## src/rtl/pipe_stage_elastic.sv

```systemverilog
// rtl/pipe_stage_elastic.sv - elastic pipeline-stage register with optional skid entry
// Carries a control bundle (zeroed on bubble/flush) and a data bundle (held) between two stages.
module pipe_stage_elastic #(
  parameter int unsigned CTRL_W = 8,
  parameter int unsigned DATA_W = 32,
  parameter bit          SKID   = 1'b1
) (
  input  logic              clk,
  input  logic              rst_n,
  input  logic              flush,
  input  logic              in_valid,
  output logic              in_ready,
  input  logic [CTRL_W-1:0] in_ctrl,
  input  logic [DATA_W-1:0] in_data,
  output logic              out_valid,
  input  logic              out_ready,
  output logic [CTRL_W-1:0] out_ctrl,
  output logic [DATA_W-1:0] out_data,
  output logic [1:0]        occupancy
);

  typedef enum logic [1:0] {
    ST_EMPTY = 2'd0,
    ST_ONE   = 2'd1,
    ST_FULL  = 2'd2
  } state_e;

  if (SKID) begin : g_skid
    state_e              state_q, state_d;
    logic                in_ready_q, in_ready_d;
    logic [CTRL_W-1:0]   main_ctrl_q, main_ctrl_d;
    logic [DATA_W-1:0]   main_data_q, main_data_d;
    logic [CTRL_W-1:0]   skid_ctrl_q, skid_ctrl_d;
    logic [DATA_W-1:0]   skid_data_q, skid_data_d;
    logic                push;
    logic                pop;

    assign push = in_valid & in_ready_q;
    assign pop  = (state_q != ST_EMPTY) & out_ready;

    always_ff @(posedge clk) begin
      if (!rst_n) begin
        state_q     <= ST_EMPTY;
        in_ready_q  <= 1'b1;
        main_ctrl_q <= '0;
        main_data_q <= '0;
        skid_ctrl_q <= '0;
        skid_data_q <= '0;
      end else begin
        state_q     <= state_d;
        in_ready_q  <= in_ready_d;
        main_ctrl_q <= main_ctrl_d;
        main_data_q <= main_data_d;
        skid_ctrl_q <= skid_ctrl_d;
        skid_data_q <= skid_data_d;
      end
    end

    always_comb begin
      state_d = state_q;
      if (flush) begin
        state_d = ST_EMPTY;
      end else begin
        case (state_q)
          ST_EMPTY: if (push) state_d = ST_ONE;
          ST_ONE: begin
            if (push && !pop) state_d = ST_FULL;
            else if (!push && pop) state_d = ST_EMPTY;
          end
          ST_FULL:  if (pop) state_d = ST_ONE;
          default:  state_d = ST_EMPTY;
        endcase
      end
      // Registered ready: derived from where the stage will be, not where it is.
      in_ready_d = (state_d != ST_FULL);
    end

    always_comb begin
      main_ctrl_d = main_ctrl_q;
      main_data_d = main_data_q;
      skid_ctrl_d = skid_ctrl_q;
      skid_data_d = skid_data_q;
      if (flush) begin
        main_ctrl_d = '0;
        skid_ctrl_d = '0;
        skid_data_d = '0;
      end else begin
        case (state_q)
          ST_EMPTY: begin
            if (push) begin
              main_ctrl_d = in_ctrl;
              main_data_d = in_data;
            end
          end
          ST_ONE: begin
            if (push && pop) begin
              main_ctrl_d = in_ctrl;
              main_data_d = in_data;
            end else if (push) begin
              skid_ctrl_d = in_ctrl;
              skid_data_d = in_data;
            end else if (pop) begin
              main_ctrl_d = '0;
            end
          end
          ST_FULL: begin
            if (pop) begin
              main_ctrl_d = skid_ctrl_q;
              main_data_d = skid_data_q;
              skid_ctrl_d = '0;
              skid_data_d = '0;
            end
          end
          default: begin
            main_ctrl_d = '0;
          end
        endcase
      end
    end

    always_comb begin
      in_ready  = in_ready_q;
      out_valid = (state_q != ST_EMPTY);
      out_ctrl  = main_ctrl_q;
      out_data  = main_data_q;
      case (state_q)
        ST_ONE:  occupancy = 2'd1;
        ST_FULL: occupancy = 2'd2;
        default: occupancy = 2'd0;
      endcase
    end
  end else begin : g_single
    logic              valid_q, valid_d;
    logic [CTRL_W-1:0] ctrl_q, ctrl_d;
    logic [DATA_W-1:0] data_q, data_d;
    logic              ready_c;
    logic              push;
    logic              pop;

    assign ready_c = !valid_q | out_ready;
    assign push    = in_valid & ready_c;
    assign pop     = valid_q & out_ready;

    always_ff @(posedge clk) begin
      if (!rst_n) begin
        valid_q <= 1'b0;
        ctrl_q  <= '0;
        data_q  <= '0;
      end else begin
        valid_q <= valid_d;
        ctrl_q  <= ctrl_d;
        data_q  <= data_d;
      end
    end

    always_comb begin
      valid_d = valid_q;
      ctrl_d  = ctrl_q;
      data_d  = data_q;
      if (flush) begin
        valid_d = 1'b0;
        ctrl_d  = '0;
      end else if (push) begin
        valid_d = 1'b1;
        ctrl_d  = in_ctrl;
        data_d  = in_data;
      end else if (pop) begin
        valid_d = 1'b0;
        ctrl_d  = '0;
      end
    end

    always_comb begin
      in_ready  = ready_c;
      out_valid = valid_q;
      out_ctrl  = ctrl_q;
      out_data  = data_q;
      occupancy = {1'b0, valid_q};
    end
  end

endmodule
```

## config.mk

```make
export PLATFORM = sky130hd
export DESIGN_NAME = pipe_stage_elastic
export DESIGN_NICKNAME = d
export VERILOG_FILES = /design/src/rtl/pipe_stage_elastic.sv
export SDC_FILE = /design/constraint.sdc
export NUM_CORES = 1
export LEC_CHECK = 0
export ABC_AREA = 1
export BUFFER_PORTS_ARGS = -buffer_cell sky130_fd_sc_hd__buf_2
export CELL_PAD_IN_SITES_DETAIL_PLACEMENT = 0
export CELL_PAD_IN_SITES_GLOBAL_PLACEMENT = 1
export CORE_MARGIN = 3
export CORE_UTILIZATION = 40
export CTS_BUF_LIST = sky130_fd_sc_hd__clkbuf_8 sky130_fd_sc_hd__clkbuf_16
export DETAILED_ROUTE_END_ITERATION = 7
export MAX_ROUTING_LAYER = met4
export PLACE_DENSITY = 0.9
export SLEW_MARGIN = 20
export SYNTH_ARGS = -nofsm -noshare
export SYNTH_HDL_FRONTEND = slang
export SYNTH_SLANG_ARGS = --single-unit
```

## constraint.sdc

```tcl
create_clock -name clk -period 2.1 [get_ports clk]
set_input_delay 0.42 -clock clk [delete_from_list [all_inputs] [get_ports clk]]
set_output_delay 0.42 -clock clk [all_outputs]
set_load 0.005 [all_outputs]
```

* Yosys cells after proc, flatten, opt, wreduce, memory -nomap -nowiden *
Index checks and enable logic that the tools add are counted.
W data, S select, Z words.

storage, ports and cells
  flip-flop bits (word level) = 83
  bits in latches = 0
  bits in writable memories = 0
  ROM bits = 0
  output and inout port bits = 44
  word-level logic and storage cells = 55
  memories = 0

cells by class
  add/subtract/negate cells = 0
  $mul = 0
  div/mod/pow operators = 0
  magnitude comparators = 0
  equal/unequal tests = 10
  shift-type cells = 0
  mux-type cells = 22
  bitwise logic cells = 4
  reductions and logical operators = 13

operator list
  kind                  count
  $mux W32              5
  $pmux W32 S3          1
  $pmux W32 S2          1
  $mux W8               6
  $pmux W8 S3           1
  $pmux W8 S2           1
  $ne A2 B2 Y1 const B  6
  $mux W2               5
  $reduce_and A4 Y1     2
  $ne A3 B3 Y1 const B  2
  $pmux W2 S3           1
  $reduce_and A5 Y1     1
  $pmux W2 S2           1
  $reduce_bool A2 Y1    2
  $logic_and A1 B1 Y1   3
  $reduce_bool A3 Y1    1
  $and A1 B1 Y1         2
  $eq A2 B1 Y1 const B  1
  $eq A2 B2 Y1 const B  1
  $logic_not A1 Y1      2
  $logic_not A2 Y1      1
  $not A1 Y1            2
  $reduce_or A2 Y1      1

* Logic depth before layout (Yosys ltp) *
Gate-level depths: netlist of the first run.

  depth in word-level cells = 8
  gate-level depth with buffers = 10
  depth with buffers taken out = 8

* Least setup slack after synthesis of the first run *
Ideal clock, no wire load.

  path kind = input port to flip-flop
  start = input port rst_n
  end = register g_skid.skid_ctrl_q[7]
  arrival = 1.315 ns
  data required time = 2.030 ns
  path slack = 0.714 ns
  cell stages on the path = 6
  cells stage by stage = buf_2 > inv_1 > nor2_1 > clkinv_1 > clkbuf_1 > a21oi_1

on the way
  word-level cells in the longest chain between the ends = 2

ends and longest elaborated chain
  what                               RTL line  RTL
  from (decl)                        9         input logic rst_n,
  $not A1 Y1 (no source line)        n/a
  $reduce_or A2 Y1 (no source line)  n/a
  to (signal assigned)               54        skid_ctrl_q <= skid_ctrl_d;
  to (decl)                          33        logic [CTRL_W-1:0] skid_ctrl_q, skid_ctrl_d;

No other way between the ends.
A chain may end at the register's enable or synchronous reset.

* Worst setup path after layout of the first run *
  start = register g_skid.state_q[1]
  end = output port occupancy[1]

on the way
  word-level cells in the longest chain between the ends = 2
  elaborated cells on any way between the ends = 3
  those cells by class = eq/ne: 2; mux: 1

ends and longest elaborated chain
  what                                          RTL line  RTL
  from (decl)                                   29        state_e state_q, state_d;
  from (signal assigned)                        50        state_q <= state_d;
  $eq A2 B2 Y1 or $eq A2 B1 Y1 (tied branches)  126       case (state_q)
  $pmux W2 S2 *                                 126
  to (decl)                                     19        output logic [1:0] occupancy

Mark *: on every way between the ends. The rest lies on a longest branch, timed or not.

==> impl_metrics.yaml, run 1 <==
status:
  status: "finished clean"
global_route:
  grt_use_met1: 0.2439
  grt_first_pass_wirelength_um: 16390
  overflow: 0
  track_usage: 0.1862
  grt_pass1_vias: 3581
  busiest_layer: "met2"
  gr-usage-met2: 0.2883
  grt_antenna_before_repair: 0
  grt_max_degree: 47
  met3_usage: 0.02917
routing:
  drc: 0
  viasPerCell: 4.829
  routed_wl_um: 9681
  detail_route.iter0.violations: 148
  dr.pass1.iters: 4
  wl_per_cell_um: 12.18
  vias: 3839
  ant_nets: 0
timing:
  worst_slew_pin_slew_ns: 0.5645
  fmax_ghz: 0.5337
  setup_viol: 0
  period_needed_ns: 1.874
  slew_viol_final: 0
  final-hold-violation-count: 0
  finalCritPeriodShare: 0.8922
  fin_ws_ns: 0.2263
  grt_setup_unrepaired: "false"
  setup_tns_ns: 0
  skew_ns: 0.01211
  slew_headroom: 0.6231
placement:
  routabilityCongestion: 0.8357
  port_buffers: 88
  place_hpwl_um: 6556
  pre_cts_ws_ns: 0.2465
cells_and_area:
  multiInputGateArea_um2: 1767
  layout.nets: 706
  drive_above_1_share: 0.1997
  fin_util: 0.4911
  fill_cells: 1015
  area_growth_pct: 18.81
  seq_area_um2: 1662
  antenna_cells: 0
floorplanning:
  die_x_um: 103.9
  initial_core_util: 0.4133
  die_h_um: 103.9
  core.rowCount: 35
  core-area_um2: 9284
  ios: 89
  die-area_um2: 10800
worst_setup_path:
  crit_required_ns: 1.68
  critical_path_arrival_ns: 1.45
  regToRegSetupSlack_ns: 0.32
  cp-start-kind: "register"
  worstSetupEndpointType: "output port"
  path_class: "register to output port"
  path_max_fanout: 9
synthesis:
  syn_area_um2: 3837
  async_reset_ff_frac: 0
  yosysUniqueCellTypes: 21
  yosysWarnings: 0
  synth_fp_nets: 629
  yosys-top-cells-area: "dfxtp_1 (43%), nand2_1 (18%), nor2_1 (7.9%)"
  syn_area_per_cell_um2: 6.571
  synthCells: 584
  synth_ff_type: "dfxtp_1"
  ys_seq_area_frac: 0.4330
  yosysTopAreaCell: "dfxtp_1"
  yosysMostFrequentCell: "nand2_1"
  synth-seq-cells: 83
  yosys-top-cells-count: "nand2_1 (181), dfxtp_1 (83), nor2_1 (81)"
  yosysTopAreaCellShare: 0.4330
  synth-edff-count: 0
cts:
  cts.repair.resized: 0
  cts-buffers-inserted: 9
  clock-sinks: 83
  cts_setup_buffers: 0
  hold_buffers: 0
  path_clk_slew_ns: 0.09
  cts_max_path_buffers: 2
  cts_tree: "yes"
  cts_root_buf: "clkbuf_8"
  h-tree-depth: 3
  clk_latency_ns: 0.35
pwr:
  cellPowerDensity_nw_per_um2: 718.1
  vdd_drop_max_mv: 0.2969
  power.leakage_nw: 2.241
job:
  cap_violations: 0
min_path:
  min_path_type: "input pin to register"
area by class of cell:
| cell class | instances | share of cell area |
|---|---|---|
| multi-input combinational | 405 | 0.3875 |
| sequential | 83 | 0.3644 |
| timing repair buffer | 101 | 0.1180 |
| inverter | 61 | 0.05022 |
| tap | 129 | 0.03540 |
| clock buffer | 10 | 0.03019 |
| clock inverter | 6 | 0.01427 |
worst paths after layout:
check,start,endpoint,depth (start not counted)
worst max-delay path,g_skid.state_q[1],occupancy[1],4
worst min-delay path,in_data[25],g_skid.skid_data_q[25],3
worst max register to register,g_skid.state_q[1],out_data[1],7
worst min register to register,g_skid.skid_data_q[15],g_skid.skid_data_q[15],2
through the flow:
step	power (mW)	instance area (µm²)	instances	hold WS (ns)
floorplan	1.969	3837	584	0.4216
global placement	2.134	4357	779	0.4301
detailed placement	2.140	4357	779	0.4366
CTS	3.308	4559	795	0.3007
global route	3.450	4559	795	0.3267
finish	3.274	4559	795	0.3059
kinds of logic after synthesis:
group                  after synthesis  synth area share
AND/OR/NAND/NOR                    324            0.3492
buffers and inverters               96            0.1112
flip-flops                          83            0.4330
AO/OA/AOI/OAI                       81            0.1066
layout by cell type (no fill, tap or decap), types with 2 or more instances in the layout:
cell / instances
inv_2: 3
buf_2: 88
clkbuf_8: 10
nor2_4: 4
inv_1: 57
nor2_1: 79
a21oi_1: 49
nand2_2: 4
nand3_1: 52
o21ai_0: 30
clkinv_2: 2
buf_4: 13
clkinv_4: 2
dfxtp_1: 83
nand2_1: 181
report_power, final:
| group | switching, mW | internal (mW) | total [mW] |
|---|---|---|---|
| clock | 0.594 | 0.582 | 1.18 |
| combinational | 0.262 | 0.170 | 0.432 |
| sequential | 0.0297 | 1.64 | 1.67 |
| total | 0.885 | 2.39 | 3.27 |
metal layers:
layer	share of wire	vias up
li1	-	1963
met1	0.48	1754
met2	0.44	106
met3	0.057	16
met4	0.022	0
met5	0	-
flip-flops by register name, indices dropped and copies added (netlist names):
name / cells
g_skid.state_q: 2
in_ready: 1
out_ctrl: 8
out_data: 32
g_skid.skid_ctrl_q: 8
g_skid.skid_data_q: 32
worst max-delay path, cell delays in order, from the launching register on:
cell and delay [ns]:
dfxtp_1 0.55, inv_2 0.10, nor2_4 0.15, buf_4 0.19, buf_2 0.12
Note: power is estimated with default switching activity, not from simulation.
==> run 2, diff against run 1 <==
==> constraint.sdc (replaced) <==
create_clock -name clk -period 2.1 [get_ports clk]
set_input_delay 0.42 -clock clk [delete_from_list [all_inputs] [get_ports clk]]
set_output_delay 0.42 -clock clk [all_outputs]
set_load 0.05 [all_outputs]
==> impl_metrics.yaml, run 2 (synthesis results as in run 1) <==
worst_setup_path:
  path_class: "register to output port"
  max_stage_delay_ns: 0.45
  worstSetupEndpointType: "output port"
  cp-start-kind: "register"
  critical_path_arrival_ns: 1.47
  critPathSlowestCell: "dfxtp_2"
  path_max_fanout: 9
  r2r_end: "out_data[1]"
  r2r_start: "g_skid.state_q[0]"
  crit_chain: "inv_2 > nor2_4 > buf_4 > buf_2"
  crit_required_ns: 1.68
  cp_num_cells: 4
  regToRegSetupSlack_ns: 0.43
  crit_family: "buffers and inverters"
  crit_buf_inv: 3
  cp-startpoint: "g_skid.state_q[1]"
  reg2regPathDepth: 8
  worstSetupEndpoint: "occupancy[1]"
timing:
  period_needed_ns: 1.894
  slew_headroom: 0.6231
  skew_ns: 0.01211
  worst_slew_pin_slew_ns: 0.5645
  setup_tns_ns: 0
  finalCritPeriodShare: 0.9019
  whs_ns: 0.3059
  final-hold-violation-count: 0
  grt_setup_unrepaired: "false"
  slew_viol_final: 0
  fmax_ghz: 0.5280
  setup_viol: 0
  fin_ws_ns: 0.2061
routing:
  routed_wl_um: 9681
  dr.pass1.iters: 4
  wl_per_cell_um: 12.18
  wirelength_met1_um: 4615
  vias: 3839
  wl_met3_um: 551
  detail_route.iter0.violations: 148
  top_layer_used: "met4"
  wl_met2_um: 4302
  ant_nets: 0
  drc: 0
  viasPerCell: 4.829
floorplanning:
  die_x_um: 103.9
  die_h_um: 103.9
  initial_core_util: 0.4133
  die-area_um2: 10800
  core.rowCount: 35
  core-area_um2: 9284
  ios: 89
cts:
  cts_tree: "yes"
  cts_setup_buffers: 0
  cts_max_path_buffers: 2
  cts-buffers-inserted: 9
  hold_buffers: 0
  clk_latency_ns: 0.35
  path_clk_slew_ns: 0.09
  clock-sinks: 83
  h-tree-depth: 3
  cts_root_buf: "clkbuf_8"
cells_and_area:
  area_growth_pct: 18.85
  antenna_cells: 0
  layout_common_cells: "nand2_1 (181), buf_2 (88), dfxtp_1 (82)"
  seq_area_um2: 1663
  fill_cells: 1014
  multiInputGateArea_um2: 1767
  fin_util: 0.4912
  mostFrequentLayoutCell: "nand2_1"
  drive_above_1_share: 0.2012
  layout.nets: 706
pwr:
  p_comb_frac: 0.181
  pwr-share-seq: 0.480
  cellPowerDensity_nw_per_um2: 761.2
  internal_power_mw: 2.391
  clkPwrFrac: 0.339
  switchingPower_mw: 1.081
  power_mw: 3.471
  power.leakage_nw: 2.241
  swShare: 0.3113
  vdd_drop_max_mv: 0.2997
status:
  status: "finished clean"
global_route:
  track_usage: 0.1862
  overflow: 0
  grt_max_degree: 47
  grt_pass1_vias: 3581
  grt_first_pass_wirelength_um: 16390
  grt_antenna_before_repair: 0
job:
  cap_violations: 0
placement:
  routabilityCongestion: 0.8357
  place_hpwl_um: 6556
  pre_cts_ws_ns: 0.2465
  port_buffers: 88
min_path:
  min_path_type: "input pin to register"
## run 2: worst min-delay path: cells and delay by family
kind / cells / cell delay, ns
compound gates: 1 / 0.05
buf+inv: 1 / 0.09
simple gates: 1 / 0.07
## run 2: worst min-delay path by stage
stage | endpoint | from | cells past startpoint
after floorplan | g_skid.skid_data_q[10] | g_skid.skid_data_q[10] | 2
after global placement | g_skid.skid_data_q[17] | g_skid.skid_data_q[17] | 2
after detailed placement | g_skid.skid_data_q[15] | g_skid.skid_data_q[15] | 2
after CTS | g_skid.skid_data_q[25] | in_data[25] | 3
after global routing | g_skid.skid_data_q[25] | in_data[25] | 3
final | g_skid.skid_data_q[25] | in_data[25] | 3
## run 2: per-stage QoR
stage	instance area [µm²]	cells
after global placement	4357	779
after global routing	4561	795
after detailed placement	4357	779
after floorplan	3837	584
final	4561	795
after CTS	4559	795
## run 2: per-layer routing
metal	global-route usage	up-vias
met1	0.2439	1754
met5	-	-
li1	-	1963
met3	0.02917	16
met4	0.07597	0
met2	0.2883	106
## run 2: cell type report
cell class | instances | area share
repair buffers | 101 | 0.1180
clock buffers | 10 | 0.03018
inverters | 61 | 0.05021
clock inverters | 6 | 0.01427
flip-flops and latches | 83 | 0.3646
well taps | 129 | 0.03539
multi-input cells | 405 | 0.3874
## run 2: power by group through the flow
stage               logic, mW  registers [mW]  clock network, mW
finish                  0.629            1.67               1.18
global placement        0.628            1.70                  0
detailed placement      0.633            1.70                  0
floorplan               0.267            1.90                  0
global route            0.692            1.68               1.28
CTS                     0.633            1.67               1.20
## run 2: timing repair
| action | CTS | global route |
|---|---|---|
| setup endpoints to repair | 0 | 1 |
| hold endpoints to repair | 0 | 0 |
| resized for setup | 0 | 1 |
==> run 3, diff against run 2 <==
--- a/config.mk
+++ b/config.mk
@@ -9,6 +9,7 @@
 export BUFFER_PORTS_ARGS = -buffer_cell sky130_fd_sc_hd__buf_2
 export CELL_PAD_IN_SITES_DETAIL_PLACEMENT = 0
 export CELL_PAD_IN_SITES_GLOBAL_PLACEMENT = 1
+export CORE_ASPECT_RATIO = 1.4
 export CORE_MARGIN = 3
 export CORE_UTILIZATION = 40
 export CTS_BUF_LIST = sky130_fd_sc_hd__clkbuf_8 sky130_fd_sc_hd__clkbuf_16
==> impl_metrics.yaml, run 3 (synthesis results as in run 1) <==
worst_setup_path:
  regToRegSetupSlack_ns: 0.33
  path_class: "register to output port"
  r2r_start: "g_skid.state_q[1]"
  crit_required_ns: 1.68
  critPathSlowestCell: "dfxtp_1"
  crit_chain: "inv_2 > nor2_4 > buf_2"
  max_stage_delay_ns: 0.54
  r2r_end: "out_data[7]"
  reg2regPathDepth: 7
  critical_path_arrival_ns: 1.44
  worstSetupEndpointType: "output port"
  cp-startpoint: "g_skid.state_q[1]"
  path_max_fanout: 7
  worstSetupEndpoint: "occupancy[1]"
  cp-start-kind: "register"
cts:
  cts_max_path_buffers: 2
  clk_latency_ns: 0.34
  cts_setup_buffers: 0
  cts_tree: "yes"
  path_clk_slew_ns: 0.06
  cts.repair.resized: 0
  hold_buffers: 0
  h-tree-depth: 3
  clock-sinks: 83
  cts-buffers-inserted: 9
  cts_root_buf: "clkbuf_16"
pwr:
  cellPowerDensity_nw_per_um2: 809.5
  vdd_drop_max_mv: 0.4034
  power.leakage_nw: 2.297
  power_mw: 3.750
global_route:
  grt_max_degree: 73
  track_usage: 0.1894
  grt_antenna_before_repair: 0
  grt_first_pass_wirelength_um: 15790
  overflow: 0
  grt_pass1_vias: 3504
floorplanning:
  ios: 89
  core-area_um2: 9183
  initial_core_util: 0.4179
  die_x_um: 88.78
  die-area_um2: 10820
  die_h_um: 121.9
  core.rowCount: 41
cells_and_area:
  layout_common_cells: "nand2_1 (181), buf_2 (88), dfxtp_1 (83)"
  fill_cells: 944
  drive_above_1_share: 0.1940
  area_growth_pct: 20.74
  layout.nets: 705
  fin_cells: 772
  antenna_cells: 0
  mostFrequentLayoutCell: "nand2_1"
timing:
  slew_viol_final: 0
  slew_headroom: 0.6440
  setup_tns_ns: 0
  worst_slew_pin_slew_ns: 0.5307
  skew_ns: 0.006164
  final-hold-violation-count: 0
  fmax_ghz: 0.5376
  grt_setup_unrepaired: "false"
  finalCritPeriodShare: 0.8858
  setup_viol: 0
  period_needed_ns: 1.860
routing:
  viasPerCell: 4.769
  drc: 0
  routed_wl_um: 9480
  dr.pass1.iters: 4
  wl_per_cell_um: 12.28
  vias: 3682
  detail_route.iter0.violations: 177
  ant_nets: 0
min_path:
  hp-start: "in_data[24]"
  min_path_type: "input pin to register"
status:
  status: "finished clean"
placement:
  routabilityCongestion: 0.9024
  place_hpwl_um: 6375
  port_buffers: 88
  placed_cells: 756
job:
  cap_violations: 0
-- run 3: changes by cell type in the layout (fill, tap and decap cells not counted) --
cell / delta
clkinvlp_4: -1
dfxtp_2: -1
dfxtp_1: +1
clkbuf_8: -8
clkinv_4: -2
clkbuf_16: +9
inv_1: +3
buf_4: -4
buf_12: +3
bufinv_16: -1
-- run 3: worst max-delay path: cells and delay by family, from the launching register on --
kind | cells | cell delay, ns
buffers and inverters | 2 | 0.40
DFF | 1 | 0.54
and+or+nand+nor | 1 | 0.17
-- run 3: layer usage --
metal / routed length, µm / share of wire / vias up / global-route usage
li1: - / - / 1957 / -
met1: 4314 / 0.46 / 1625 / 0.2223
met2: 4556 / 0.48 / 84 / 0.3132
met3: 405 / 0.043 / 16 / 0.02842
met4: 204 / 0.022 / 0 / 0.08885
met5: 0 / 0 / - / -
-- run 3: how the worst min path moves through the flow --
stage	slack, ns	endpoint	cells after the start
6_report	0.34	g_skid.skid_data_q[24]	3
5_1_grt	0.34	g_skid.skid_data_q[24]	3
4_1_cts	0.33	g_skid.skid_data_q[24]	3
3_5_place_dp	0.44	g_skid.skid_data_q[2]	2
3_3_place_gp	0.43	g_skid.skid_data_q[17]	2
2_1_floorplan	0.42	g_skid.skid_data_q[10]	2
-- run 3: power by group --
part	internal (mW)	total, mW	leakage [nW]	switching (mW)
combinational	0.178	0.628	1.47	0.450
sequential	1.64	1.67	0.676	0.0296
clock	0.848	1.45	0.149	0.605
-- run 3: final cells by class --
class / count / area, µm² / share of cell area
Multi-Input combinational cell: 405 / 1767 / 0.3813
Inverter: 61 / 229.0 / 0.04942
Clock buffer: 11 / 252.7 / 0.05455
Clock inverter: 5 / 21.27 / 0.004591
Timing Repair Buffer: 100 / 568.0 / 0.1226
Sequential cell: 83 / 1662 / 0.3586
Tap cell: 107 / 133.9 / 0.02890
-- run 3: per-stage QoR --
stage | setup slack [ns] | util | hold WS, ns | instance area [µm²]
after global routing | 0.1004 | 0.5046 | 0.3403 | 4633
final | 0.2398 | 0.5046 | 0.3367 | 4633
after global placement | 0.3116 | 0.4747 | 0.4287 | 4359
after detailed placement | 0.2852 | 0.4747 | 0.4363 | 4359
after floorplan | 0.4187 | - | 0.4216 | 3837
after CTS | 0.2138 | 0.5046 | 0.3266 | 4633
